--- src/rtl/noc_out_port_arbiter_if.sv ---
// Channel bundle between the NREQ routing blocks, the shared output buffer
// and the downstream link of one router output port.
interface noc_out_port_arbiter_if #(
  parameter int WIDTH = 11,
  parameter int NREQ  = 3,
  parameter int GW    = $clog2(NREQ)
);
  logic [NREQ-1:0]       in_valid;
  logic [NREQ*WIDTH-1:0] in_data;
  logic [NREQ-1:0]       in_ready;
  logic                  out_valid;
  logic [WIDTH-1:0]      out_data;
  logic                  out_ready;
  logic [GW-1:0]         grant_id;
  logic [15:0]           pkt_count;

  modport master (
    input  in_valid, in_data, out_ready,
    output in_ready, out_valid, out_data, grant_id, pkt_count
  );

  modport slave (
    output in_valid, in_data, out_ready,
    input  in_ready, out_valid, out_data, grant_id, pkt_count
  );
endinterface

--- src/rtl/noc_out_port_arbiter.sv ---
// Round-robin arbiter feeding a one-entry output buffer, with a programmable
// recovery gap after every downstream handshake.
module noc_out_port_arbiter #(
  parameter int WIDTH   = 11,
  parameter int NREQ    = 3,
  parameter int GAP_CYC = 0,
  parameter int GW      = $clog2(NREQ)
) (
  input  logic                  clk,
  input  logic                  rst_n,
  noc_out_port_arbiter_if.master arb_io
);

  typedef enum logic [1:0] {IDLE, SEND, GAP} arbState_e;

  arbState_e        state_q, state_d;
  logic [GW-1:0]    ptr_q, ptr_d;
  logic [WIDTH-1:0] outData_q, outData_d;
  logic [GW-1:0]    grantId_q, grantId_d;
  logic [3:0]       gapCnt_q, gapCnt_d;
  logic [15:0]      pktCount_q, pktCount_d;

  logic             winnerValid;
  logic [GW-1:0]    winnerIdx;
  logic [GW-1:0]    cand;
  logic [NREQ-1:0]  readyVec;

  // Search starts one past the last winner so a continuously valid requester
  // waits at most NREQ-1 grants.
  always_comb begin
    winnerValid = 1'b0;
    winnerIdx   = '0;
    cand        = '0;
    for (int k = 1; k <= NREQ; k++) begin
      cand = GW'((int'(ptr_q) + k) % NREQ);
      if (!winnerValid && arb_io.in_valid[cand]) begin
        winnerValid = 1'b1;
        winnerIdx   = cand;
      end
    end
  end

  always_comb begin
    readyVec            = '0;
    readyVec[winnerIdx] = 1'b1;
  end

  always_ff @(posedge clk or negedge rst_n) begin
    if (!rst_n) begin
      state_q    <= IDLE;
      ptr_q      <= GW'(NREQ - 1);
      outData_q  <= '0;
      grantId_q  <= '0;
      gapCnt_q   <= '0;
      pktCount_q <= '0;
    end else begin
      state_q    <= state_d;
      ptr_q      <= ptr_d;
      outData_q  <= outData_d;
      grantId_q  <= grantId_d;
      gapCnt_q   <= gapCnt_d;
      pktCount_q <= pktCount_d;
    end
  end

  always_comb begin
    state_d    = state_q;
    ptr_d      = ptr_q;
    outData_d  = outData_q;
    grantId_d  = grantId_q;
    gapCnt_d   = gapCnt_q;
    pktCount_d = pktCount_q;
    case (state_q)
      IDLE: begin
        if (winnerValid) begin
          outData_d = arb_io.in_data[winnerIdx*WIDTH +: WIDTH];
          grantId_d = winnerIdx;
          ptr_d     = winnerIdx;
          state_d   = SEND;
        end
      end
      SEND: begin
        if (arb_io.out_ready) begin
          pktCount_d = pktCount_q + 16'd1;
          if (GAP_CYC > 0) begin
            state_d  = GAP;
            gapCnt_d = 4'(GAP_CYC - 1);
          end else begin
            state_d = IDLE;
          end
        end
      end
      GAP: begin
        if (gapCnt_q == 4'd0) begin
          state_d = IDLE;
        end else begin
          gapCnt_d = gapCnt_q - 4'd1;
        end
      end
      default: state_d = IDLE;
    endcase
  end

  // rst_n gates in_ready directly so no requester sees a grant during reset.
  always_comb begin
    arb_io.in_ready  = '0;
    arb_io.out_valid = (state_q == SEND);
    if (rst_n && (state_q == IDLE) && winnerValid) begin
      arb_io.in_ready = readyVec;
    end
  end

  assign arb_io.out_data  = outData_q;
  assign arb_io.grant_id  = grantId_q;
  assign arb_io.pkt_count = pktCount_q;

endmodule

--- src/flat_wrapper.sv ---
// flat-port wrapper written by rule: the top's interface ports become plain ports
module noc_out_port_arbiter_flat 
#(
  parameter int WIDTH   = 11,
  parameter int NREQ    = 3,
  parameter int GAP_CYC = 0,
  parameter int GW      = $clog2(NREQ)
)
  (clk, rst_n, arb_io_in_valid, arb_io_in_data, arb_io_out_ready, arb_io_in_ready, arb_io_out_valid, arb_io_out_data, arb_io_grant_id, arb_io_pkt_count);
  noc_out_port_arbiter_if #(.WIDTH(WIDTH), .NREQ(NREQ), .GW(GW)) arb_io_i ();
  input  logic clk;
  input  logic rst_n;
  input wire logic [$bits(arb_io_i.in_valid)-1:0] arb_io_in_valid;
  input wire logic [$bits(arb_io_i.in_data)-1:0] arb_io_in_data;
  input wire logic [$bits(arb_io_i.out_ready)-1:0] arb_io_out_ready;
  output wire logic [$bits(arb_io_i.in_ready)-1:0] arb_io_in_ready;
  output wire logic [$bits(arb_io_i.out_valid)-1:0] arb_io_out_valid;
  output wire logic [$bits(arb_io_i.out_data)-1:0] arb_io_out_data;
  output wire logic [$bits(arb_io_i.grant_id)-1:0] arb_io_grant_id;
  output wire logic [$bits(arb_io_i.pkt_count)-1:0] arb_io_pkt_count;
  assign arb_io_i.in_valid = arb_io_in_valid;
  assign arb_io_i.in_data = arb_io_in_data;
  assign arb_io_i.out_ready = arb_io_out_ready;
  assign arb_io_in_ready = arb_io_i.in_ready;
  assign arb_io_out_valid = arb_io_i.out_valid;
  assign arb_io_out_data = arb_io_i.out_data;
  assign arb_io_grant_id = arb_io_i.grant_id;
  assign arb_io_pkt_count = arb_io_i.pkt_count;
  noc_out_port_arbiter #(.WIDTH(WIDTH), .NREQ(NREQ), .GAP_CYC(GAP_CYC), .GW(GW)) u_core (.clk(clk), .rst_n(rst_n), .arb_io(arb_io_i));
endmodule
--- config.mk ---
export PLATFORM = sky130hd
export DESIGN_NAME = noc_out_port_arbiter_flat
export DESIGN_NICKNAME = d
export VERILOG_FILES = /design/src/rtl/noc_out_port_arbiter_if.sv /design/src/rtl/noc_out_port_arbiter.sv /design/src/flat_wrapper.sv
export SDC_FILE = /design/constraint.sdc
export NUM_CORES = 1
export LEC_CHECK = 0
export ABC_AREA = 1
export ABC_CLOCK_PERIOD_IN_PS = 5300
export BUFFER_PORTS_ARGS = -buffer_cell sky130_fd_sc_hd__buf_4
export CAP_MARGIN = 30
export CORE_UTILIZATION = 53
export CTS_CLUSTER_DIAMETER = 30
export DETAILED_ROUTE_END_ITERATION = 10
export PLACE_DENSITY = 0.85
export SLEW_MARGIN = 15
export SYNTH_ARGS = -nofsm -noshare
export SYNTH_HDL_FRONTEND = slang
export SYNTH_SLANG_ARGS = --single-unit
--- constraint.sdc ---
create_clock -name clk -period 5.3 [get_ports clk]
set_clock_uncertainty 0.1 [all_clocks]
set_input_delay 0 -clock clk [delete_from_list [all_inputs] [get_ports clk]]
set_output_delay 0 -clock clk [all_outputs]
set_load 0.02 [all_outputs]
==> flow_summary.ini, run 1 <==
[worst_setup_path]
crit_family = simple AND/OR/NAND/NOR gates
arrival_ns = 3.22
cp_slowest_stage_delay_ns = 0.56
worst_setup_path_end_kind = flip-flop
cp.depth = 11
cp.buffers_inverters = 3
path_cells = inv_1 > ha_1 > nor2_1 > nor2_2 > a21boi_4 > nand3_1 > nand2_1 > inv_2 > nor2_1 > a21oi_2 > dlygate4sd3_1
cp_slowest_cell = dlygate4sd3_1
ff2ff_path_depth = 11
worstPathMaxFanout = 16
crit_path_start_kind = flip-flop
crit_type = flip-flop to flip-flop
cp_common_cell = nor2_1
required_ns = 5.37

[cts]
clkSinkCount = 31
cts.root.buffer_cell = clkbuf_8
postCtsSetupBuffers = 0
cts.path.max_buffers = 2
numCtsBuffers = 5
cts_hold_buf = 24
htreeDepth = 2
post_cts_resized = 0
clkTransAtPathRegs_ns = 0.07
clock_latency_ns = 0.28
cts_tree = built

[layout]
multiInputGateArea_mm2 = 0.00100
syn2layout_area_growth_pct = 44.7
fillers = 242
final_util_pct = 83.2
drive_above_1_share_pct = 35.3
seq_area_um2 = 777
final_cell_mix = buf_4 (71), nand2_1 (41), inv_1 (38), dfrtp_1 (30), nand3_1 (27)
stdcell_count = 386
final_common_cell = buf_4
diodes = 0
nets = 383
final_area_mm2 = 0.00288

[synth]
yosysSeqAreaShare_pct = 39.0
async_flop_share_pct = 100
synth_edf_count = 0
synth_area_mm2 = 0.00199
synthCells = 245
synth-warning-count = 0
ys_ff_latch = 31
avgSynthCellArea_um2 = 8.14
synthesis.nets = 289
ys_types = 29
synth-main-ff-cell = dfrtp_1

[routing]
wl_um = 5280
drtPass1Iterations = 4
vias = 1988
viasPerCell = 5.15
wl_per_cell_um = 13.7
drc = 0
ant_nets = 0
drtIter0Drc = 133

[grt]
gr-usage-all-layers_pct = 28.2
grt.overflow.total = 0
antenna_found_initial = 0
grt_max_degree = 33
first_global_vias = 1862
grt_pass1_wl_um = 8640

[die]
die_w_um = 63.3
die-height_um = 63.3
ios = 72
start_util_pct = 57.5
core_mm2 = 0.00347
die_area_mm2 = 0.00401
rows = 21

[sta]
hold_violations = 0
fin_crit_ns = 3.15
final_max_slew_viol_count = 0
tightestPinTransition_ns = 0.545
timing.final.crit_share_pct = 59.5
max-slew-margin-rel_pct = 63.6
hold_slack_ns = 0.0840
tns_ns = 0
setup_viol = 0
fmax_mhz = 317
setup_ws_ns = 2.15
rsz0062_at_grt = no

[power_and_ir_drop]
leakage_nw = 1.52
power-per-cell-area_mw_per_mm2 = 627
peakVddDrop_uv = 453
power_mw = 1.81

[placement]
pre_cts_ws_ns = 2.74
placed_area_mm2 = 0.00253
place_congestion = 0.843
dp_hpwl_um = 3290
place_inst = 354
numPortBuffers = 71

[job]
drv_cap = 0

[status]
status = finished clean

[hold_path]
min_path_type = input port to asynchronous set/reset pin
area by class of cell:
type	count	share of cell area, %
clock buffers	6	2.86
clock inverters	2	1.21
inverters	41	5.34
multi-input cells	165	34.8
flip-flops and latches	31	26.9
well taps	46	2.00
repair buffers	95	26.8
logic make-up after synthesis:
| family | count (synthesis) | share of synthesized area (%) |
|---|---|---|
| fa+ha+maj | 5 | 3.14 |
| simple gates | 114 | 29.8 |
| xor+xnor | 14 | 6.15 |
| buf+inv | 49 | 10.6 |
| flops | 31 | 39.0 |
| mux | 1 | 0.565 |
| compound gates | 31 | 10.7 |
path summary, 6_finish.rpt:
check / startpoint / endpoint / slack, ns
worst min register to register: u_core.arb_io.pkt_count[15] / u_core.arb_io.pkt_count[15] / 0.38
max in group asynchronous: rst_n / u_core.ptr_q[1] / 4.70
worst max-delay path: u_core.ptr_q[1] / u_core.arb_io.out_data[5] / 2.15
min in group clk: arb_io_in_valid[1] / u_core.arb_io.grant_id[0] / 0.23
worst min-delay path: rst_n / u_core.arb_io.pkt_count[3] / 0.08
worst max register to register: u_core.ptr_q[1] / u_core.arb_io.out_data[5] / 2.15
cells in the mapped netlist (3+ instances only):
master / number / area (um2)
o21ai_1: 4 / 20.0
xor2_1: 8 / 70.1
nand3_1: 27 / 135
nand3_2: 12 / 120
buf_2: 4 / 20.0
nor2_1: 19 / 71.3
xnor2_1: 6 / 52.6
ha_1: 5 / 62.6
nor3_2: 3 / 30.0
nand2_1: 41 / 154
a21oi_2: 11 / 96.3
dfrtp_1: 30 / 751
a21oi_1: 12 / 60.1
inv_2: 3 / 11.3
inv_1: 38 / 143
nand2_2: 5 / 31.3
report_power, final:
group	internal, mW	total (mW)	switching [mW]
sequential	0.323	0.394	0.0711
clock	0.152	0.242	0.0896
combinational	0.484	1.17	0.689
total	0.960	1.81	0.849
routing by layer:
layer	routed length [um]	part of all wire [%]	track usage [%]	up-vias
met1	2020	38	32.3	904
met5	0	0	0	-
met2	2770	52	51.2	106
met3	396	7.5	5.80	9
li1	-	-	-	969
met4	91	1.7	9.66	0
state kept, by name (all words and copies together), names as in the netlist:
name                     count
u_core.arb_io.out_data      11
u_core.arb_io.grant_id       2
u_core.ptr_q                 1
u_core.arb_io.pkt_count     16
u_core.state_q               1
Note: power is estimated with default switching activity, not from simulation.
==> run 2: changes to the inputs <==
--- a/config.mk
+++ b/config.mk
@@ -6,13 +6,13 @@
 export NUM_CORES = 1
 export LEC_CHECK = 0
 export ABC_AREA = 1
-export ABC_CLOCK_PERIOD_IN_PS = 5300
+export ABC_CLOCK_PERIOD_IN_PS = 2600
 export BUFFER_PORTS_ARGS = -buffer_cell sky130_fd_sc_hd__buf_4
 export CAP_MARGIN = 30
-export CORE_UTILIZATION = 53
+export CORE_UTILIZATION = 45
 export CTS_CLUSTER_DIAMETER = 30
 export DETAILED_ROUTE_END_ITERATION = 10
-export PLACE_DENSITY = 0.85
+export PLACE_DENSITY = 0.76
 export SLEW_MARGIN = 15
 export SYNTH_ARGS = -nofsm -noshare
 export SYNTH_HDL_FRONTEND = slang
==> constraint.sdc (replaced) <==
create_clock -name clk -period 2.6 [get_ports clk]
set_clock_uncertainty 0.1 [all_clocks]
set_input_delay 0 -clock clk [delete_from_list [all_inputs] [get_ports clk]]
set_output_delay 0 -clock clk [all_outputs]
set_load 0.02 [all_outputs]
==> flow_summary.ini, run 2 (synthesized netlist as in run 1, its figures left out) <==
[status]
status = finished clean

[worst_setup_path]
required_ns = 2.50
worst_setup_path_end_kind = output pin
crit_type = flip-flop to output pin
arrival_ns = 2.35
crit_path_start_kind = flip-flop
worstPathMaxFanout = 16
ff2ff_path_depth = 11

[power_and_ir_drop]
power.switching_fraction_pct = 49.3
leakage_nw = 1.54
p_clk_share_pct = 11.2
power_switching_mw = 1.66
pwr-share-seq_pct = 23.6
peakVddDrop_uv = 585
p_int_mw = 1.70
combPwrFrac_pct = 65.2
power-per-cell-area_mw_per_mm2 = 1150

[routing]
drtIter0Drc = 126
wl_per_cell_um = 12.9
ant_nets = 0
drc = 0
drtPass1Iterations = 4
wl_um = 5090
vias = 1964
viasPerCell = 4.98

[sta]
timing.final.crit_share_pct = 94.1
hold_violations = 0
max-slew-margin-rel_pct = 73.9
fmax_mhz = 409
rsz0062_at_grt = no
hold_slack_ns = 0.0235
tns_ns = 0
setup_viol = 0
fin_crit_ns = 2.45
tightestPinTransition_ns = 0.392
final_max_slew_viol_count = 0

[layout]
nets = 388
final_cell_mix = buf_4 (74), nand2_1 (41), inv_1 (38), dfrtp_1 (30), nand3_1 (27)
stdcell_count = 394
multiInputGateArea_mm2 = 0.00102
final_common_cell = buf_4
drive_above_1_share_pct = 36.0
diodes = 0
seq_area_um2 = 777
syn2layout_area_growth_pct = 46.4
final_util_pct = 70.9
largest_reg_flops = 16
final_area_mm2 = 0.00292
fillers = 325

[die]
ios = 72
rows = 23
die_area_mm2 = 0.00470
core_mm2 = 0.00412
die_w_um = 68.6
start_util_pct = 48.4
die-height_um = 68.6

[hold_path]
hold_depth = 5
min_path_type = input port to flip-flop

[grt]
grt_max_degree = 33
grt_pass1_wl_um = 7760
antenna_found_initial = 0
first_global_vias = 1809
grt.overflow.total = 0
gr-usage-all-layers_pct = 22.7

[placement]
placed_area_mm2 = 0.00254
dp_hpwl_um = 3530
numPortBuffers = 71
place_inst = 359
place_congestion = 0.854

[cts]
cts_tree = built
clkTransAtPathRegs_ns = 0.06
cts.path.max_buffers = 2
htreeDepth = 2
cts.root.buffer_cell = clkbuf_8
numCtsBuffers = 5
clkSinkCount = 31
clock_latency_ns = 0.28

[job]
drv_cap = 0
[run 2: cell types whose count changed in the layout (fill, tap and decap cells not counted)]
cell / delta
ha_1: -1
inv_4: +2
buf_4: +3
nand2_2: -1
nand2_4: +1
dlygate4sd3_1: +2
ha_2: +1
bufinv_16: -1
o21ai_2: +1
inv_2: -2
o21ai_1: -1
[run 2: per-layer routing]
| metal | vias to the layer above | global-route usage, % | routed length, um |
|---|---|---|---|
| met1 | 901 | 27.0 | 2170 |
| met2 | 74 | 38.7 | 2550 |
| met3 | 12 | 5.76 | 270 |
| met5 | - | 0 | 0 |
| met4 | 0 | 9.11 | 97 |
| li1 | 977 | - | - |
[run 2: critical path: stages, from the launching register on]
cell and delay (ns):
dfstp_2 0.54, ha_2 0.32, inv_2 0.10, nand2_1 0.06, nand3_2 0.08, nand2_4 0.07, nand3_1 0.10, nand2_1 0.10
inv_4 0.16, nand2_1 0.12, nor3_1 0.23, buf_4 0.18
[run 2: cell type report]
| type | count | share of cell area (%) |
|---|---|---|
| clock buffer | 6 | 2.83 |
| sequential | 31 | 26.6 |
| timing repair buffer | 100 | 28.0 |
| multi-input combinational | 165 | 34.8 |
| inverter | 41 | 5.45 |
| clock inverter | 1 | 0.172 |
| tap | 50 | 2.14 |
[run 2: through the flow]
stage | power [mW] | worst slack [ns]
3_3_place_gp | 2.78 | 0.281
4_1_cts | 3.26 | 0.0315
2_1_floorplan | 2.35 | 0.445
3_5_place_dp | 2.83 | 0.228
6_report | 3.36 | 0.152
5_1_grt | 3.61 | 0.0139
[run 2: final timing paths]
path	slack, ns	startpoint	to
worst max-delay path	0.15	u_core.ptr_q[1]	arb_io_in_ready[0]
worst min-delay path	0.02	arb_io_in_data[13]	u_core.arb_io.out_data[2]
worst max register to register	0.22	u_core.ptr_q[1]	u_core.arb_io.out_data[7]
worst min register to register	0.38	u_core.arb_io.grant_id[1]	u_core.arb_io.grant_id[1]
max in group asynchronous	1.99	rst_n	u_core.ptr_q[1]
min in group asynchronous	0.09	rst_n	u_core.arb_io.pkt_count[3]
[run 2: power groups by stage]
stage | Combinational [mW] | Clock, mW | Sequential [mW]
after global routing | 2.39 | 0.412 | 0.815
after global placement | 1.98 | 0 | 0.795
after CTS | 2.09 | 0.389 | 0.788
final | 2.19 | 0.375 | 0.792
after detailed placement | 2.04 | 0 | 0.795
after floorplan | 1.40 | 0 | 0.955
[run 2: repair_timing]
| item | 4_1_cts | 5_1_grt |
|---|---|---|
| resized for setup | 1 | 5 |
| hold buffers | 26 | 0 |
| pin swaps | 0 | 0 |
| setup buffers | 0 | 2 |
| hold endpoints to repair | 45 | 0 |
| endpoints found under the setup margin | 1 | 3 |
==> run 3: changes to the inputs <==
--- a/config.mk
+++ b/config.mk
@@ -9,10 +9,13 @@
 export ABC_CLOCK_PERIOD_IN_PS = 2600
 export BUFFER_PORTS_ARGS = -buffer_cell sky130_fd_sc_hd__buf_4
 export CAP_MARGIN = 30
-export CORE_UTILIZATION = 45
+export CELL_PAD_IN_SITES_DETAIL_PLACEMENT = 1
+export CELL_PAD_IN_SITES_GLOBAL_PLACEMENT = 1
+export CORE_UTILIZATION = 32
 export CTS_CLUSTER_DIAMETER = 30
+export CTS_CLUSTER_SIZE = 14
 export DETAILED_ROUTE_END_ITERATION = 10
-export PLACE_DENSITY = 0.76
+export PLACE_DENSITY_LB_ADDON = 0.1
 export SLEW_MARGIN = 15
 export SYNTH_ARGS = -nofsm -noshare
 export SYNTH_HDL_FRONTEND = slang
==> flow_summary.ini, run 3 (synthesized netlist as in run 1, its figures left out) <==
[status]
status = complete, but fails checks
violations = negative hold slack

[grt]
first_global_vias = 2022
grt_pass1_wl_um = 9690
antenna_found_initial = 0
grt_max_degree = 33
grt.overflow.total = 0
gr-usage-all-layers_pct = 19.8

[worst_setup_path]
crit_family = simple AND/OR/NAND/NOR gates
ff2ff_path_depth = 13
path_cells = ha_2 > inv_2 > nand2_1 > nand3_2 > nand2_4 > nand3_1 > nand2_1 > inv_4 > nand2_1 > nor3_2 > buf_4
timing.rr.end = u_core.arb_io.out_data[9]
required_ns = 2.50
arrival_ns = 2.28
cp_slowest_stage_delay_ns = 0.54
worstPathMaxFanout = 10
cp_common_cell = nand2_1
r2r_start = u_core.arb_io.grant_id[0]
r2r_setup_slack_ns = 0.34
crit_path_start_kind = flip-flop
crit_type = flip-flop to output pin
worst_setup_path_end_kind = output pin
cp_slowest_cell = dfstp_2
cp.buffers_inverters = 3
cp.depth = 11

[routing]
met3_length_um = 213
met1Wirelength_um = 2750
met2_length_um = 2940
drtPass1Iterations = 4
dr.max_layer_used = met4
ant_nets = 0
drc = 0
wl_um = 5970
viasPerCell = 4.55
drtIter0Drc = 51
wl_per_cell_um = 14.1
vias = 1929

[die]
rows = 28
die_w_um = 80.9
ios = 72
core_mm2 = 0.00596
start_util_pct = 33.5
die_area_mm2 = 0.00655
die-height_um = 80.9

[sta]
setup_viol = 0
hold_slack_ns = -0.00222
max-slew-margin-rel_pct = 70.3
rsz0062_at_grt = no
setup_ws_ns = 0.222
tns_ns = 0
timing.final.crit_share_pct = 91.5
hold_violations = 2
tightestPinTransition_ns = 0.444
fin_crit_ns = 2.38
fmax_mhz = 421
final_max_slew_viol_count = 0

[placement]
numPortBuffers = 71
pre_cts_ws_ns = 0.280
place_congestion = 0.774
dp_hpwl_um = 4070
place_inst = 388

[hold_path]
worstHoldEndpoint = u_core.arb_io.out_data[7]
min_from = arb_io_in_data[18]
min_path_type = input port to flip-flop
hold_depth = 5

[power_and_ir_drop]
power_switching_mw = 1.73
combPwrFrac_pct = 63.4
p_clk_share_pct = 14.3
power-per-cell-area_mw_per_mm2 = 1180
peakVddDrop_uv = 591
p_int_mw = 1.83
leakage_nw = 1.57
pwr-share-seq_pct = 22.3
power_mw = 3.56
power.switching_fraction_pct = 48.5

[cts]
htreeDepth = 2
cts.path.max_buffers = 2
clock_latency_ns = 0.29
numCtsBuffers = 5
cts_tree = built
clkSinkCount = 31
cts.root.buffer_cell = clkbuf_8
clkTransAtPathRegs_ns = 0.07

[job]
drv_cap = 0

[layout]
final_cell_mix = buf_4 (76), nand2_1 (41), inv_1 (37), dfrtp_1 (30), dlygate4sd3_1 (28)
nets = 392
largest_reg_flops = 16
final_common_cell = buf_4
drive_above_1_share_pct = 37.0
multiInputGateArea_mm2 = 0.00102
fillers = 722
diodes = 0
stdcell_count = 424
syn2layout_area_growth_pct = 51.5
seq_area_um2 = 777
-- run 3: worst max-delay path by stage --
stage,from,to,slack (ns)
floorplan,u_core.arb_io.grant_id[0],arb_io_in_ready[0],0.44
global placement,u_core.arb_io.grant_id[0],u_core.arb_io.out_data[0],0.33
detailed placement,u_core.arb_io.grant_id[0],u_core.arb_io.out_data[9],0.28
CTS,u_core.arb_io.grant_id[0],arb_io_in_ready[2],0.05
global route,u_core.ptr_q[1],arb_io_in_ready[0],0.03
finish,u_core.ptr_q[1],arb_io_in_ready[0],0.22
-- run 3: power groups by stage --
| stage | clock network [mW] | registers [mW] | logic [mW] |
|---|---|---|---|
| finish | 0.508 | 0.795 | 2.26 |
| global route | 0.530 | 0.818 | 2.50 |
| CTS | 0.511 | 0.797 | 2.24 |
| detailed placement | 0 | 0.804 | 2.20 |
| global placement | 0 | 0.802 | 2.16 |
| floorplan | 0 | 0.955 | 1.40 |
-- run 3: repair_timing --
action                                  in CTS  in global routing
endpoints found under the setup margin       0                  3
gates resized for setup                      0                  8
hold buffers                                28                  0
setup buffers                                0                  0
hold endpoints to repair                    45                  0
-- run 3: layer usage --
layer | GRT usage [%] | up-vias
met5 | 0 | -
met4 | 5.36 | 0
met3 | 3.93 | 6
met2 | 34.2 | 45
met1 | 24.9 | 899
li1 | - | 979
-- run 3: cell type report --
class / count / area share [%]
clock buffers: 6 / 2.74
repair buffers: 104 / 28.2
clock inverters: 2 / 1.16
multi-input cells: 165 / 33.8
well taps: 75 / 3.11
flip-flops and latches: 31 / 25.7
inverters: 41 / 5.26
-- run 3: worst reg2reg max path, stage by stage, from the launching register on --
cell and delay (ns):
dfrtp_1 0.42, inv_2 0.07, ha_2 0.40, inv_2 0.07, nand2_1 0.08, nand3_2 0.09, nand2_4 0.10, nand2_2 0.07
nor2_4 0.09, nand2_2 0.06, nand2_1 0.34, nand2_1 0.13, nand3_2 0.09, a21oi_2 0.05
-- run 3: stage by stage --
step / utilization [%] / cell area [um2]
6_report: 50.7 / 3020
5_1_grt: 50.7 / 3020
4_1_cts: 50.3 / 3000
3_5_place_dp: 43.7 / 2600
3_3_place_gp: 43.7 / 2600
2_1_floorplan: - / 1990
